==> src/rtl/tl_pkg.sv <==
// Shared TileLink definitions for the uncached heavyweight arbiter.
//   - A/D opcode encodings used to decide burst lengths
//   - arbiter state enum
//   - tl_beats(): beats in a burst of 2**size bytes on a 32-bit bus, clamped to max_size
package tl_pkg;

    localparam logic [2:0] A_GET        = 3'd4;
    localparam logic [2:0] A_PUTFULL    = 3'd0;
    localparam logic [2:0] A_PUTPARTIAL = 3'd1;
    localparam logic [2:0] D_ACK        = 3'd0;
    localparam logic [2:0] D_ACKDATA    = 3'd1;

    typedef enum logic [1:0] {
        IDLE = 2'd0,
        REQ  = 2'd1,
        RESP = 2'd2
    } state_t;

    // Oversized requests are clamped so the counter can never wrap.
    function automatic int unsigned tl_beats(input logic [3:0] size, input int unsigned max_size);
        int unsigned s;
        s = 32'(size);
        if (s > max_size) s = max_size;
        if (s <= 32'd2) return 32'd1;
        return 32'd1 << (s - 32'd2);
    endfunction

endpackage

==> src/rtl/tl_beat_counter.sv <==
// Remaining-beat counter shared by the A and D phases of a transaction.
//   clk_i, rst_i : clock, synchronous active-high reset
//   load_i       : load count_i (takes priority over dec_i)
//   dec_i        : one beat handshaken
//   last_o       : exactly one beat remains
module tl_beat_counter #(
    parameter int unsigned W = 5
) (
    input  logic         clk_i,
    input  logic         rst_i,
    input  logic         load_i,
    input  logic [W-1:0] count_i,
    input  logic         dec_i,
    output logic         last_o
);

    logic [W-1:0] r_count;

    always_ff @(posedge clk_i) begin
        if (rst_i) begin
            r_count <= '0;
        end else if (load_i) begin
            r_count <= count_i;
        end else if (dec_i && (r_count != '0)) begin
            r_count <= r_count - W'(1);
        end
    end

    assign last_o = (r_count == W'(1));

endmodule

==> src/rtl/tl_uh_arbiter.sv <==
// Two-master / one-slave round-robin arbiter for the uncached heavyweight
// TileLink port. One transaction in flight; the grant is held from the first
// A beat to the last D beat so bursts never interleave.
//   core_clock_i, core_reset_i : clock, synchronous active-high reset
//   m0_a_* / m1_a_*            : A channel from the I-cache refill / uncached LSU
//   m0_d_* / m1_d_*            : D channel back to each master (valid gated by grant)
//   s_a_* / s_d_*              : single bus port
//   busy_o                     : transaction in flight
module tl_uh_arbiter
    import tl_pkg::*;
#(
    parameter int unsigned MAX_SIZE = 6,
    parameter bit          M0_FIRST = 1'b1
) (
    input  logic        core_clock_i,
    input  logic        core_reset_i,
    input  logic [2:0]  m0_a_opcode,
    input  logic [2:0]  m0_a_param,
    input  logic [3:0]  m0_a_size,
    input  logic [31:0] m0_a_address,
    input  logic [3:0]  m0_a_mask,
    input  logic [31:0] m0_a_data,
    input  logic        m0_a_corrupt,
    input  logic        m0_a_valid,
    output logic        m0_a_ready,
    output logic [2:0]  m0_d_opcode,
    output logic [1:0]  m0_d_param,
    output logic [3:0]  m0_d_size,
    output logic        m0_d_denied,
    output logic [31:0] m0_d_data,
    output logic        m0_d_corrupt,
    output logic        m0_d_valid,
    input  logic        m0_d_ready,
    input  logic [2:0]  m1_a_opcode,
    input  logic [2:0]  m1_a_param,
    input  logic [3:0]  m1_a_size,
    input  logic [31:0] m1_a_address,
    input  logic [3:0]  m1_a_mask,
    input  logic [31:0] m1_a_data,
    input  logic        m1_a_corrupt,
    input  logic        m1_a_valid,
    output logic        m1_a_ready,
    output logic [2:0]  m1_d_opcode,
    output logic [1:0]  m1_d_param,
    output logic [3:0]  m1_d_size,
    output logic        m1_d_denied,
    output logic [31:0] m1_d_data,
    output logic        m1_d_corrupt,
    output logic        m1_d_valid,
    input  logic        m1_d_ready,
    output logic [2:0]  s_a_opcode,
    output logic [2:0]  s_a_param,
    output logic [3:0]  s_a_size,
    output logic [31:0] s_a_address,
    output logic [3:0]  s_a_mask,
    output logic [31:0] s_a_data,
    output logic        s_a_corrupt,
    output logic        s_a_valid,
    input  logic        s_a_ready,
    input  logic [2:0]  s_d_opcode,
    input  logic [1:0]  s_d_param,
    input  logic [3:0]  s_d_size,
    input  logic        s_d_denied,
    input  logic [31:0] s_d_data,
    input  logic        s_d_corrupt,
    input  logic        s_d_valid,
    output logic        s_d_ready,
    output logic        busy_o
);

    localparam int unsigned CW = MAX_SIZE - 2 + 1;

    state_t        r_state;
    logic          r_gnt;
    logic          r_rr;      // master served last
    logic          r_first;   // next handshake is the first beat of the current phase

    logic          w_hs;
    logic          w_last;
    logic          w_cnt_last;
    logic          w_load;
    logic          w_dec;
    logic [CW-1:0] w_beats;
    logic [CW-1:0] w_a_beats;
    logic [CW-1:0] w_d_beats;
    logic [CW-1:0] w_load_val;

    // Burst length is taken from the fields presented with the first beat;
    // after that only the counter decides.
    assign w_a_beats  = (s_a_opcode == A_PUTFULL || s_a_opcode == A_PUTPARTIAL)
                        ? CW'(tl_beats(s_a_size, MAX_SIZE)) : CW'(1);
    assign w_d_beats  = (s_d_opcode == D_ACKDATA) ? CW'(tl_beats(s_d_size, MAX_SIZE)) : CW'(1);
    assign w_beats    = (r_state == RESP) ? w_d_beats : w_a_beats;
    assign w_hs       = ((r_state == REQ)  && s_a_valid && s_a_ready) ||
                        ((r_state == RESP) && s_d_valid && s_d_ready);
    assign w_last     = r_first ? (w_beats == CW'(1)) : w_cnt_last;
    assign w_load     = w_hs && (r_first || w_last);
    assign w_load_val = w_last ? '0 : (w_beats - CW'(1));
    assign w_dec      = w_hs && !w_load;

    tl_beat_counter #(.W(CW)) u_beat_counter (
        .clk_i   (core_clock_i),
        .rst_i   (core_reset_i),
        .load_i  (w_load),
        .count_i (w_load_val),
        .dec_i   (w_dec),
        .last_o  (w_cnt_last)
    );

    // Arbitration and phase sequencing.
    always_ff @(posedge core_clock_i) begin
        if (core_reset_i) begin
            r_state <= IDLE;
            r_gnt   <= 1'b0;
            r_rr    <= M0_FIRST;
            r_first <= 1'b1;
        end else begin
            case (r_state)
                IDLE: begin
                    r_first <= 1'b1;
                    if (m0_a_valid && m1_a_valid) begin
                        r_gnt   <= ~r_rr;
                        r_state <= REQ;
                    end else if (m0_a_valid) begin
                        r_gnt   <= 1'b0;
                        r_state <= REQ;
                    end else if (m1_a_valid) begin
                        r_gnt   <= 1'b1;
                        r_state <= REQ;
                    end
                end
                REQ: begin
                    if (w_hs) begin
                        r_first <= w_last;
                        if (w_last) r_state <= RESP;
                    end
                end
                RESP: begin
                    if (w_hs) begin
                        r_first <= w_last;
                        if (w_last) begin
                            r_state <= IDLE;
                            r_rr    <= r_gnt;
                        end
                    end
                end
                default: r_state <= IDLE;
            endcase
        end
    end

    // Routing through the registered grant; no ready-to-valid path on the bus side.
    always_comb begin
        s_a_opcode  = r_gnt ? m1_a_opcode  : m0_a_opcode;
        s_a_param   = r_gnt ? m1_a_param   : m0_a_param;
        s_a_size    = r_gnt ? m1_a_size    : m0_a_size;
        s_a_address = r_gnt ? m1_a_address : m0_a_address;
        s_a_mask    = r_gnt ? m1_a_mask    : m0_a_mask;
        s_a_data    = r_gnt ? m1_a_data    : m0_a_data;
        s_a_corrupt = r_gnt ? m1_a_corrupt : m0_a_corrupt;
        s_a_valid   = (r_state == REQ) && (r_gnt ? m1_a_valid : m0_a_valid);
        m0_a_ready  = (r_state == REQ) && !r_gnt && s_a_ready;
        m1_a_ready  = (r_state == REQ) &&  r_gnt && s_a_ready;
        m0_d_valid  = (r_state == RESP) && !r_gnt && s_d_valid;
        m1_d_valid  = (r_state == RESP) &&  r_gnt && s_d_valid;
        s_d_ready   = (r_state == RESP) && (r_gnt ? m1_d_ready : m0_d_ready);
        busy_o      = (r_state != IDLE);
    end

    assign m0_d_opcode  = s_d_opcode;
    assign m0_d_param   = s_d_param;
    assign m0_d_size    = s_d_size;
    assign m0_d_denied  = s_d_denied;
    assign m0_d_data    = s_d_data;
    assign m0_d_corrupt = s_d_corrupt;
    assign m1_d_opcode  = s_d_opcode;
    assign m1_d_param   = s_d_param;
    assign m1_d_size    = s_d_size;
    assign m1_d_denied  = s_d_denied;
    assign m1_d_data    = s_d_data;
    assign m1_d_corrupt = s_d_corrupt;

endmodule

==> config.mk <==
export PLATFORM = sky130hd
export DESIGN_NAME = tl_uh_arbiter
export DESIGN_NICKNAME = d
export VERILOG_FILES = /design/src/rtl/tl_pkg.sv /design/src/rtl/tl_beat_counter.sv /design/src/rtl/tl_uh_arbiter.sv
export SDC_FILE = /design/constraint.sdc
export NUM_CORES = 1
export LEC_CHECK = 0
export ABC_AREA = 1
export BUFFER_PORTS_ARGS = -buffer_cell sky130_fd_sc_hd__buf_2
export CAP_MARGIN = 30
export CORE_AREA = 3 3 145 147
export CTS_CLUSTER_SIZE = 20
export DETAILED_ROUTE_END_ITERATION = 6
export DIE_AREA = 0 0 148 150
export PLACE_DENSITY = 0.55
export SLEW_MARGIN = 5
export SYNTH_ARGS = -nofsm -noshare
export SYNTH_HDL_FRONTEND = slang
export SYNTH_HIERARCHICAL = 1
export SYNTH_SLANG_ARGS = --single-unit
export TNS_END_PERCENT = 1
==> constraint.sdc <==
create_clock -name core_clock_i -period 4.2 [get_ports core_clock_i]
set_clock_uncertainty 0.15 [all_clocks]
set_input_delay 0.21 -clock core_clock_i [delete_from_list [all_inputs] [get_ports core_clock_i]]
set_output_delay 0.21 -clock core_clock_i [all_outputs]
set_load 0.05 [all_outputs]
==> results.cfg <==
[drt]
drc_errors = 0
detail_route.first_pass.iterations = 4
wl_per_cell_um = 13.4
wl_met2_um = 6240
antenna_left = 0
highest_layer = met5
met3_length_um = 1400
dr_total_vias = 3729
drtIter0Drc = 201
vias_per_cell = 3.74
wl_met1_um = 5650
drt_wl_total_um = 13400

[critical_path]
required_ns = 4.21
start_kind = flop
crit_type = reg2reg
cp.arrival_ns = 3.48
reg2reg_slack_ns = 0.73
worstRegToRegCells = 23
worstSetupEndpointType = flop
r2r-start = r_gnt
cp_max_fo = 42
r2r-end = u_beat_counter/r_count[3]

[clock_tree]
cts_resized = 0
htreeDepth = 1
cts_root_buffer = clkbuf_16
cts_sinks = 10
cts.hold.buffers_added = 0
cts_tree = done
post_cts_buffers = 0
cts_buffers = 3
clock_latency_ns = 0.24
cts_max_path_buffers = 2
clkTransAtPathRegs_ns = 0.04

[layout]
layout_commonest_cell = nand2_1
final_cell_mix = 274 x nand2_1, 272 x buf_2, 39 x inv_1
multi_input_area_um2 = 1850
final.fill_count = 2379
seq_area_um2 = 204
drive_above_1_share_pct = 43.1
fin_util_pct = 20.0
nets = 948
area_delta_synth_final_pct = 36.2

[sta]
relSlewSlack_pct = 59.2
tightest_slew_ns = 0.611
max_freq_mhz = 288
tns_ns = 0
timing_hold_violations_final = 0
rsz0062_at_grt = no
drv_slew = 0
fin_crit_ns = 3.47
min_period_over_period_pct = 82.6
setup_viol = 0

[hold_path]
min_path_cells = 2
hold_class = in2reg
min_to = r_state[0]
hp-start = core_reset_i

[grt]
grt-ovfl-total = 0
first_global_vias = 3465
grt_first_pass_wirelength_um = 19600
grt_max_degree = 63
antenna_found_initial = 2
grt_usage_pct = 11.1

[synth]
ys_async_sr_fraction_pct = 0
postSynthCellCount = 552
yosys_warnings = 6
syn-cell-area_um2 = 2940
synth-edff-count = 0
syn_area_per_cell_um2 = 5.33
yosysSeqAreaShare_pct = 6.81
ys_seq_elements = 10
ys.flop_type = dfxtp_1
synthDistinctLibCells = 39

[floorplan]
core_um2 = 20000
dieArea_um2 = 22200
start_util_pct = 14.7
die_h_um = 150
die_w_um = 148
fp-row-count = 52
io_pins = 381

[placement]
dp_hpwl_um = 11900
portBuffers = 272
gp_congestion = 0.819

[pwr]
power.leakage_nw = 2.45
irDropWorstVdd_uv = 156
p_per_area_nw_per_um2 = 403

[job]
max-cap-violations = 0

[status]
status = finished clean
[kinds of logic (layout without fill, tap and decap cells)]
group,after synthesis,count (layout),share of synthesized area [%]
buffers and inverters,147,320,30.5
multiplexers,1,1,0.340
AO/OA/AOI/OAI,30,30,6.72
adder cells (fa/ha/maj),12,12,5.10
other,1,3,0.127
flip-flops,10,10,6.81
XOR/XNOR,2,2,0.596
AND/OR/NAND/NOR,349,349,49.8
[critical path, stage by stage (launching register included)]
cell      delay [ns]
dfxtp_4         0.65
inv_4           0.23
nand2_1         0.13
nand2_2         0.09
nor2_2          0.17
ha_1            0.19
ha_1            0.14
inv_1           0.04
nand2_1         0.08
inv_2           0.06
nand3_2         0.07
nor2_1          0.05
o22ai_1         0.24
inv_1           0.11
ha_1            0.21
inv_1           0.05
nor2_1          0.04
nand2_2         0.07
a21boi_1        0.12
nor3_1          0.20
nand2_1         0.08
nand2_1         0.08
nand2_1         0.04
a21oi_1         0.11
[how the worst max path moves through the flow]
stage	slack [ns]	endpoint	depth (start not counted)	from
after CTS	0.70	u_beat_counter/r_count[3]	23	r_gnt
after detailed placement	0.74	u_beat_counter/r_count[3]	23	r_gnt
after floorplan	1.17	u_beat_counter/r_count[2]	19	r_gnt
final	0.73	u_beat_counter/r_count[3]	23	r_gnt
after global routing	0.37	u_beat_counter/r_count[1]	23	r_gnt
after global placement	0.90	u_beat_counter/r_count[0]	21	r_gnt
[registers in the layout, summed over array words and instances (netlist names)]
register / count
r_first: 1
r_gnt: 1
r_rr: 1
r_state: 2
u_beat_counter/r_count: 5
[layer usage]
metal  vias up  GRT usage [%]
met5         -              0
met4         2           1.48
met2       210           18.7
li1       1938              -
met3        11           3.69
met1      1568           14.4
[area by class of cell]
type                            count  area share [%]
Inverter                           42            4.00
Multi-Input combinational cell    396            46.1
Clock buffer                        4            1.97
Tap cell                          270            8.43
Timing Repair Buffer              274            34.3
Sequential cell                    10            5.09
Antenna cell                        1          0.0624
[metrics by stage]
stage          instance area, um2  worst slack [ns]  instances  hold slack [ns]  total power (W)
2_1_floorplan                2950              1.17        553            0.129          0.00129
3_3_place_gp                 3930             0.897        992            0.270          0.00145
3_5_place_dp                 3930             0.744        992            0.270          0.00146
4_1_cts                      4010             0.697        996            0.115          0.00163
5_1_grt                      4010             0.372        996            0.136          0.00174
6_report                     4010             0.731        997            0.116          0.00162
[cells in the mapped netlist (3+ instances only)]
cell      instances  area [um2]
inv_1            39         146
ha_1             12         150
nand3_2           3        30.0
dfxtp_1          10         200
nand2_2          11        68.8
nor2_1           24        90.1
o21ai_0           8        40.0
buf_1             3        11.3
a21oi_1          10        50.1
buf_4            86         646
nor3_1            5        25.0
nor2_2            4        25.0
nand2_4           6        67.6
clkbuf_1         13        48.8
nand2_1         274        1030
nand3_1          15        75.1
[power breakdown]
part / leakage, nW / internal (W) / total [W] / switching (W)
sequential: 0.0822 / 0.000116 / 0.000155 / 0.0000386
combinational: 2.33 / 0.000319 / 0.00129 / 0.000971
clock: 0.0382 / 0.000127 / 0.000171 / 0.0000441
total: 2.45 / 0.000562 / 0.00162 / 0.00105
No activity file was read; power rests on OpenSTA's default activity.
